`src/rtl/sram_rmw_ctrl.sv`:
```
// sram_rmw_ctrl
//   Request/response front-end for a word SRAM with separate read and write
//   strobes and no byte enables. It takes byte-addressed reads and byte-strobed
//   writes from the core. Partial writes become a read-modify-write: the word is
//   read in the accept cycle and written back merged in the following cycle.
//   Only one request is in flight at a time. The response is held in a single
//   registered slot.
//
// Ports
//   clk, reset                   clock (rising edge), synchronous active-high reset
//   req_valid/req_ready          request handshake
//   req_addr                     byte address; [1:0] ignored, upper bits = word address
//   req_wen, req_wstrb, req_wdata  write select, byte strobes, write data
//   resp_valid/resp_ready        response handshake
//   resp_rdata                   read data (0 for write acks)
//   sram_wen/waddr/wdata         SRAM write port
//   sram_ren/raddr, sram_rdata   SRAM read port; rdata is valid the cycle after ren
module sram_rmw_ctrl #(
  parameter int ADDR_WIDTH = 14
) (
  input  logic                  clk,
  input  logic                  reset,
  input  logic                  req_valid,
  output logic                  req_ready,
  input  logic [ADDR_WIDTH+1:0] req_addr,
  input  logic                  req_wen,
  input  logic [3:0]            req_wstrb,
  input  logic [31:0]           req_wdata,
  output logic                  resp_valid,
  input  logic                  resp_ready,
  output logic [31:0]           resp_rdata,
  output logic                  sram_wen,
  output logic [ADDR_WIDTH-1:0] sram_waddr,
  output logic [31:0]           sram_wdata,
  output logic                  sram_ren,
  output logic [ADDR_WIDTH-1:0] sram_raddr,
  input  logic [31:0]           sram_rdata
);

  localparam logic [1:0] IDLE    = 2'd0;
  localparam logic [1:0] RD_WAIT = 2'd1;
  localparam logic [1:0] RMW_WR  = 2'd2;

  logic [1:0]            state;
  logic                  accept;
  logic                  is_full;
  logic                  is_zero;
  logic                  is_part;
  logic [ADDR_WIDTH-1:0] addr_p1;
  logic [3:0]            strb_p1;
  logic [31:0]           wdata_p1;
  logic                  unused_addr_bits;

  // Byte lanes with a strobe take the new data, the rest keep the old word.
  function automatic logic [31:0] merge_bytes(input logic [3:0]  strb,
                                              input logic [31:0] new_word,
                                              input logic [31:0] old_word);
    logic [31:0] res;
    res = old_word;
    for (int i = 0; i < 4; i++) begin
      if (strb[i]) res[8*i +: 8] = new_word[8*i +: 8];
    end
    return res;
  endfunction

  assign unused_addr_bits = ^req_addr[1:0];

  assign req_ready = (state == IDLE) && (!resp_valid || resp_ready);
  assign accept    = req_valid && req_ready;
  assign is_full   = req_wen && (req_wstrb == 4'hF);
  assign is_zero   = req_wen && (req_wstrb == 4'h0);
  assign is_part   = req_wen && !is_full && !is_zero;

  // Stage 0: strobes come straight from the request in the accept cycle.
  // During RMW_WR they come from the latched request merged with SRAM data.
  always_comb begin
    sram_ren   = 1'b0;
    sram_wen   = 1'b0;
    sram_raddr = req_addr[ADDR_WIDTH+1:2];
    sram_waddr = req_addr[ADDR_WIDTH+1:2];
    sram_wdata = req_wdata;
    if (state == RMW_WR) begin
      sram_wen   = 1'b1;
      sram_waddr = addr_p1;
      sram_wdata = merge_bytes(strb_p1, wdata_p1, sram_rdata);
    end else if (state == IDLE && accept) begin
      sram_ren = !req_wen || is_part;
      sram_wen = is_full;
    end
    // Gating the strobes here means a reset in RMW_WR leaves memory untouched.
    if (reset) begin
      sram_ren = 1'b0;
      sram_wen = 1'b0;
    end
  end

  // Stage 1: a partial write's request fields are held for the merge cycle.
  always_ff @(posedge clk) begin
    if (accept && is_part) begin
      addr_p1  <= req_addr[ADDR_WIDTH+1:2];
      strb_p1  <= req_wstrb;
      wdata_p1 <= req_wdata;
    end
  end

  // Control FSM and response slot
  always_ff @(posedge clk) begin
    if (reset) begin
      state      <= IDLE;
      resp_valid <= 1'b0;
      resp_rdata <= 32'd0;
    end else begin
      // A response that was consumed clears unless a new one loads this edge.
      if (resp_valid && resp_ready) resp_valid <= 1'b0;
      case (state)
        IDLE: begin
          if (accept) begin
            if (!req_wen) begin
              state <= RD_WAIT;
            end else if (is_part) begin
              state <= RMW_WR;
            end else begin
              resp_valid <= 1'b1;
              resp_rdata <= 32'd0;
            end
          end
        end
        RD_WAIT: begin
          state      <= IDLE;
          resp_valid <= 1'b1;
          resp_rdata <= sram_rdata;
        end
        RMW_WR: begin
          state      <= IDLE;
          resp_valid <= 1'b1;
          resp_rdata <= 32'd0;
        end
        default: state <= IDLE;
      endcase
    end
  end

endmodule
```
`config.mk`:
```
export PLATFORM = sky130hd
export DESIGN_NAME = sram_rmw_ctrl
export DESIGN_NICKNAME = d
export VERILOG_FILES = /design/src/rtl/sram_rmw_ctrl.sv
export SDC_FILE = /design/constraint.sdc
export NUM_CORES = 1
export LEC_CHECK = 0
export CORE_MARGIN = 2
export CORE_UTILIZATION = 45
export DETAILED_ROUTE_END_ITERATION = 10
export GPL_TIMING_DRIVEN = 0
export PLACE_DENSITY = 0.85
export SKIP_LAST_GASP = 1
export SLEW_MARGIN = 0
export SYNTH_ARGS = -nofsm -noshare
export SYNTH_HDL_FRONTEND = slang
export SYNTH_SLANG_ARGS = --single-unit
```
`constraint.sdc`:
```
create_clock -name clk -period 13.77 [get_ports clk]
set_input_delay 4.131 -clock clk [delete_from_list [all_inputs] [get_ports clk]]
set_output_delay 4.131 -clock clk [all_outputs]
set_load 0.02 [all_outputs]
```
==> results of run 1 <==
[layer usage]
layer,part of all wire,global-route usage
met1,0.41,0.274
met3,0.082,0.0745
met2,0.50,0.417
met5,0,0
met4,0.0088,0.0601
[sequential cells by signal, indices dropped and copies added, names as in the netlist]
register / flops
addr_p1: 14
resp_rdata: 32
resp_valid: 1
state: 2
strb_p1: 4
wdata_p1: 32
[layout make-up]
type / instances / area share
buffer: 38 / 0.0347
clock buffer: 9 / 0.0197
clock inverter: 7 / 0.0120
inverter: 5 / 0.00299
multi-input combinational: 236 / 0.261
sequential: 85 / 0.351
tap: 108 / 0.0215
timing repair buffer: 185 / 0.297
[power by group through the flow]
stage / Clock, W / Sequential, W / Combinational, W
global route: 0.000194 / 0.000290 / 0.000232
detailed placement: 0 / 0.000295 / 0.000218
CTS: 0.000185 / 0.000289 / 0.000219
global placement: 0 / 0.000296 / 0.000211
finish: 0.000181 / 0.000289 / 0.000217
floorplan: 0 / 0.000298 / 0.000111
[tightest hold or removal path, delay by kind of cell (launching register included)]
kind | cells | cell delay [ns]
and+or+nand+nor | 1 | 0.06
muxes | 1 | 0.06
DFF | 1 | 0.31
[per-stage QoR]
stage | util | power, W
finish | 0.716 | 0.000687
floorplan | - | 0.000410
global placement | 0.687 | 0.000508
global route | 0.716 | 0.000716
CTS | 0.716 | 0.000693
detailed placement | 0.693 | 0.000513
[logic make-up after synthesis]
kind of cell             synth area share
AO/OA/AOI/OAI                      0.0581
AND/OR/NAND/NOR                     0.132
adder cells (fa/ha/maj)            0.0154
buffers and inverters              0.0581
flip-flops                          0.541
multiplexers                        0.196
[cell usage in the layout, fill, tap and decap left out, drive strengths merged]
cell	count
mux2i	64
or2	1
nand2	35
edfxtp	50
or3	1
a2111oi	1
clkinvlp	1
nor2	34
dfxtp	35
or4	1
nand2b	34
buf	25
nand3	1
nor2b	2
inv	6
clkdlybuf4s50	181
mux2	14
o22ai	1
a21oi	36
clkbuf	26
ha	5
nor3	1
clkinv	4
and3b	1
bufinv	1
a221oi	1
nand4	1
o21ai	2
[path summary, 6_finish.rpt]
path,slack [ns],end,startpoint
min,0.48,resp_rdata[18]$_SDFFE_PP0P_,resp_rdata[18]$_SDFFE_PP0P_
max reg2reg,11.48,wdata_p1[17]$_DFFE_PP_,state[1]$_SDFFE_PP0P_
max,3.49,sram_ren,req_wstrb[3]
min reg2reg,0.48,resp_rdata[18]$_SDFFE_PP0P_,resp_rdata[18]$_SDFFE_PP0P_
==> flow_summary.toml, run 1 <==
[synthesis]
synthesis.nets = 458
dominantRegCellSynth = "sky130_fd_sc_hd__edfxtp_1"
synth.most_common_cell = "sky130_fd_sc_hd__mux2i_1"
yosysTopAreaCellShare = 0.369
synthesis.area_per_instance_um2 = 11.2
synth-warning-count = 0
syn_inst = 364
syn_area_mm2 = 0.00407
yosys.cell_types.count = 28
synth_commonest_cells = "sky130_fd_sc_hd__mux2i_1 (64), sky130_fd_sc_hd__edfxtp_1 (50), sky130_fd_sc_hd__dfxtp_1 (35), sky130_fd_sc_hd__nand2_1 (35)"
synth.ff_latch_count = 85
synth-seq-area-share = 0.541
async_reset_ff_frac = 0
synth_enable_flop_cells = 50
netlist_top_cells_area = "sky130_fd_sc_hd__edfxtp_1 (37%), sky130_fd_sc_hd__dfxtp_1 (17%), sky130_fd_sc_hd__mux2i_1 (16%)"
largest_area_contributor_in_the_netlist = "sky130_fd_sc_hd__edfxtp_1"

[global_route]
grtUsageTotal = 0.234
antenna_found_initial = 0
pin_count_of_the_biggest_net_entering_global_routing = 16
grt_pass1_vias = 3557
gr-total-overflow = 0
wire_length_of_the_first_global_routing_pass_um = 17900

[power_and_ir_drop]
power_share_of_the_combinational_group = 0.316
powerDensity_mw_per_mm2 = 110
clock_power_share = 0.263
seqPwrFrac = 0.421
power_leakage_nw = 2.45
internal-power_w = 0.000476
p_sw_frac = 0.307
worst_ir_drop_vdd_mv = 0.0583
switching_power_w = 0.000211

[route]
dr.first_iter.drc_count = 85
post-route-drc-count = 0
drt-wirelength-per-cell_um = 16.6
detailedRoute.firstPassIterationCount = 4
ant_nets = 0
vias_per_cell = 4.98
route.vias.total = 3353
sum_of_routed_wire_length_over_all_layers_um = 11200

[worst_setup_path]
critical_path.cell_chain = "clkdlybuf4s50_1, nand4_1, nand2_1, a2111oi_0, clkdlybuf4s50_1"
crit_buf_inv = 2
worst-endpoint-required_ns = 9.64
cpPeakStageDelay_ns = 0.70
startpoint_type = "primary input"
crit_path_end_kind = "primary output"
crit_path_frequent_cell = "sky130_fd_sc_hd__clkdlybuf4s50_1"
worstSetupPathType = "in2out"
critPathSlowestCell = "sky130_fd_sc_hd__clkdlybuf4s50_1"
cp_num_cells = 5
worst-r2r-cell-count = 6
crit_family = "buffers and inverters"
cp_max_fo = 4
arrival_ns = 6.15

[clocking]
clock_latency_ns = 0.37
h_tree_levels = 3
clock_sinks = 85
number_of_clock_buffers_inserted_by_tritoncts = 9
hold_buffers = 0
clock_input_transition_at_the_sequential_cells_of_the_worst_setup_and_hold_paths_ns = 0.08
cts.repair_timing.setup_buffer_count = 0
cts_tree = "yes"
cts_buffer_depth = 2
root_buffer = "sky130_fd_sc_hd__clkbuf_8"
number_of_gates_given_a_new_drive_strength_after_cts = 0

[placed_design]
place_congestion = 0.784
dp_hpwl_um = 8520
numPortBuffers = 181
dp_worst_setup_slack_ns = 3.54
postPlaceCellArea_mm2 = 0.00608
dp.cells = 657

[floorplanning]
die_height_um = 99.1
fp.coreArea_mm2 = 0.00876
core.rowCount = 34
ioPinCount = 185
die-area_mm2 = 0.00982
chip_width_um = 99.1
initial_utilization = 0.465

[timing]
final.setup_skew_ns = 0.0120
grt_setup_unrepaired = "false"
timing.slew.headroom = 0.410
report.final.hold_viol_count = 0
max_freq_mhz = 97.3
slew_viol_final = 0
worst-slew-pin-transition_ns = 0.880
min_period_over_period = 0.747
hold_ws_ns = 0.478
setup_ws_ns = 3.49
finalSetupTns_ns = 0
finalCriticalPeriod_ns = 10.28
report.final.setup_viol = 0

[finish]
post-route-cell-area_mm2 = 0.00627
antenna-diode-count = 0
synthToLayoutAreaGrowth_pct = 54.1
finalNetCount = 654
post_route_cells_drive_above_1_share = 0.0991
register_area_mm2 = 0.00220
fillers = 651
multiInputGateArea_mm2 = 0.00164
fin_cells = 673

[hold_path]
hold_path.class = "reg2reg"
hold-path-cell-count = 2

[job]
max_cap_viol_count = 0

[status]
outcome = "completed"
No activity file was read; power rests on OpenSTA's default activity.
==> run 2, diff against run 1 <==
--- a/config.mk
+++ b/config.mk
@@ -6,10 +6,10 @@
 export NUM_CORES = 1
 export LEC_CHECK = 0
 export CORE_MARGIN = 2
-export CORE_UTILIZATION = 45
+export CORE_UTILIZATION = 38
 export DETAILED_ROUTE_END_ITERATION = 10
 export GPL_TIMING_DRIVEN = 0
-export PLACE_DENSITY = 0.85
+export PLACE_DENSITY = 0.76
 export SKIP_LAST_GASP = 1
 export SLEW_MARGIN = 0
 export SYNTH_ARGS = -nofsm -noshare
==> constraint.sdc (replaced) <==
create_clock -name clk -period 9.07 [get_ports clk]
set_input_delay 2.721 -clock clk [delete_from_list [all_inputs] [get_ports clk]]
set_output_delay 2.721 -clock clk [all_outputs]
set_load 0.02 [all_outputs]
==> run 2 against run 1 <==
Effect of this change: critical path depth stayed put; via count decreased by 0.15%; core utilization is 11 points lower; sequential cell count unchanged; final cell count up 4.2%.
==> flow_summary.toml, run 2 (same netlist as run 1, synthesis figures left out) <==
[status]
outcome = "completed"

[finish]
antenna-diode-count = 0
layout_common_cells = "sky130_fd_sc_hd__clkdlybuf4s50_1 (181), sky130_fd_sc_hd__mux2i_1 (64), sky130_fd_sc_hd__edfxtp_1 (50)"
synthToLayoutAreaGrowth_pct = 55.4
largest_registers = "resp_rdata: 32 flops, wdata_p1: 32 flops, addr_p1: 14 flops"
post_route_cells_drive_above_1_share = 0.101
final_common_cell = "sky130_fd_sc_hd__clkdlybuf4s50_1"
finalNetCount = 654
layout.core_utilization = 0.610

[global_route]
grtUsageTotal = 0.199
antenna_found_initial = 0
pin_count_of_the_biggest_net_entering_global_routing = 15
grt_pass1_vias = 3577
wire_length_of_the_first_global_routing_pass_um = 17700
gr-total-overflow = 0

[clocking]
clock_sinks = 85
hold_buffers = 0
clock_latency_ns = 0.36
cts_tree = "yes"
clock_input_transition_at_the_sequential_cells_of_the_worst_setup_and_hold_paths_ns = 0.08
h_tree_levels = 3
number_of_clock_buffers_inserted_by_tritoncts = 9
cts_buffer_depth = 2
number_of_gates_given_a_new_drive_strength_after_cts = 0
cts.repair_timing.setup_buffer_count = 0
root_buffer = "sky130_fd_sc_hd__clkbuf_8"

[worst_setup_path]
worstSetupPathType = "in2out"
cp_max_fo = 4
arrival_ns = 4.75
worst-endpoint-required_ns = 6.35
startpoint_type = "primary input"
crit_path_end_kind = "primary output"

[placed_design]
place_congestion = 0.792
dp_hpwl_um = 8750
numPortBuffers = 181

[timing]
finalSetupTns_ns = 0
grt_setup_unrepaired = "false"
hold_ws_ns = 0.477
slew_viol_final = 0
timing.slew.headroom = 0.255
report.final.setup_viol = 0
worst-slew-pin-transition_ns = 1.11
final.setup_skew_ns = 0.0116
max_freq_mhz = 134
report.final.hold_viol_count = 0
finalCriticalPeriod_ns = 7.47
min_period_over_period = 0.824

[power_and_ir_drop]
p_sw_frac = 0.298
worst_ir_drop_vdd_mv = 0.0899
power_share_of_the_combinational_group = 0.311
internal-power_w = 0.000745
switching_power_w = 0.000316
seqPwrFrac = 0.414
powerDensity_mw_per_mm2 = 168
clock_power_share = 0.275
power_leakage_nw = 2.46

[route]
route.vias.total = 3348
drt-wirelength-per-cell_um = 16.2
vias_per_cell = 4.78
dr.first_iter.drc_count = 111
sum_of_routed_wire_length_over_all_layers_um = 11400
post-route-drc-count = 0
met1_length_um = 4710
detailedRoute.firstPassIterationCount = 4
met2WireLength_um = 5410
detailroute.wirelength.met3_um = 1030
ant_nets = 0
top_signal_layer_used = "met4"

[job]
max_cap_viol_count = 0

[floorplanning]
initial_utilization = 0.393
die-area_mm2 = 0.0116
die_height_um = 108
chip_width_um = 108
core.rowCount = 37
fp.coreArea_mm2 = 0.0104
ioPinCount = 185

[hold_path]
hold_path.class = "reg2reg"
==> run 2: changes by cell type in the layout (fill, tap and decap cells not counted) <==
cell / change
sky130_fd_sc_hd__clkbuf_16: +1
sky130_fd_sc_hd__buf_8: -1
sky130_fd_sc_hd__clkbuf_8: +1
sky130_fd_sc_hd__inv_8: -1
sky130_fd_sc_hd__buf_6: +1
sky130_fd_sc_hd__clkinv_1: -1
sky130_fd_sc_hd__clkinv_2: +1
sky130_fd_sc_hd__clkinv_4: -1
==> run 2: layout make-up <==
| class | instances | area (µm²) |
|---|---|---|
| fillers | 877 | 4040 |
| inverters | 5 | 18.8 |
| clock buffers | 11 | 163 |
| clock inverters | 5 | 56.3 |
| plain buffers | 38 | 218 |
| flip-flops and latches | 85 | 2200 |
| well taps | 136 | 170 |
| repair buffers | 185 | 1860 |
| multi-input cells | 236 | 1640 |
==> run 2: path summary, 6_finish.rpt <==
kind	slack, ns	cells after the start	to	from
worst max-delay path	1.60	5	sram_ren	req_wstrb[0]
worst min-delay path	0.48	2	resp_rdata[26]$_SDFFE_PP0P_	resp_rdata[26]$_SDFFE_PP0P_
worst max register to register	6.60	6	wdata_p1[4]$_DFFE_PP_	state[1]$_SDFFE_PP0P_
worst min register to register	0.48	2	resp_rdata[26]$_SDFFE_PP0P_	resp_rdata[26]$_SDFFE_PP0P_
==> run 2: through the flow <==
step           setup WS [ns]  total power, W  cells  cell area [µm²]
2_1_floorplan           2.10        0.000622    364             4070
3_5_place_dp            1.62        0.000779    685             6110
3_3_place_gp          -0.301        0.000773    681             6050
5_1_grt                 1.58         0.00111    701             6330
6_report                1.60         0.00106    701             6330
4_1_cts                 1.63         0.00107    701             6330
==> run 2: worst max-delay path: stages <==
cell and delay (ns):
sky130_fd_sc_hd__clkdlybuf4s50_1 0.45, sky130_fd_sc_hd__nand4_1 0.20, sky130_fd_sc_hd__nand2_1 0.16, sky130_fd_sc_hd__a2111oi_0 0.50, sky130_fd_sc_hd__clkdlybuf4s50_1 0.71
==> run 2: layer usage <==
layer	GRT usage	up-vias
met5	0	-
met4	0.0778	0
met3	0.0702	16
met2	0.333	133
met1	0.232	1549
li1	-	1650
==> run 2: power groups by stage <==
stage	Sequential (W)	Clock [W]	Combinational, W
floorplan	0.000453	0	0.000169
global placement	0.000450	0	0.000323
detailed placement	0.000448	0	0.000331
CTS	0.000439	0.000300	0.000333
global route	0.000441	0.000313	0.000353
finish	0.000439	0.000291	0.000330
==> run 3, diff against run 2 <==
==> constraint.sdc (replaced) <==
create_clock -name clk -period 6.26 [get_ports clk]
set_input_delay 1.878 -clock clk [delete_from_list [all_inputs] [get_ports clk]]
set_output_delay 1.878 -clock clk [all_outputs]
set_load 0.02 [all_outputs]
==> results of run 3 <==
The final DEF is identical to that of run 2. Status: completed.
Main changes from that run: setup slack after placement 1.62 ns -> 0.501 ns; setup slack after layout 1.60 ns -> 0.474 ns; register-to-register setup slack 6.60 ns -> 3.79 ns; total power 0.00106 W -> 0.00154 W; worst IR drop on VDD 0.0899 mV -> 0.130 mV
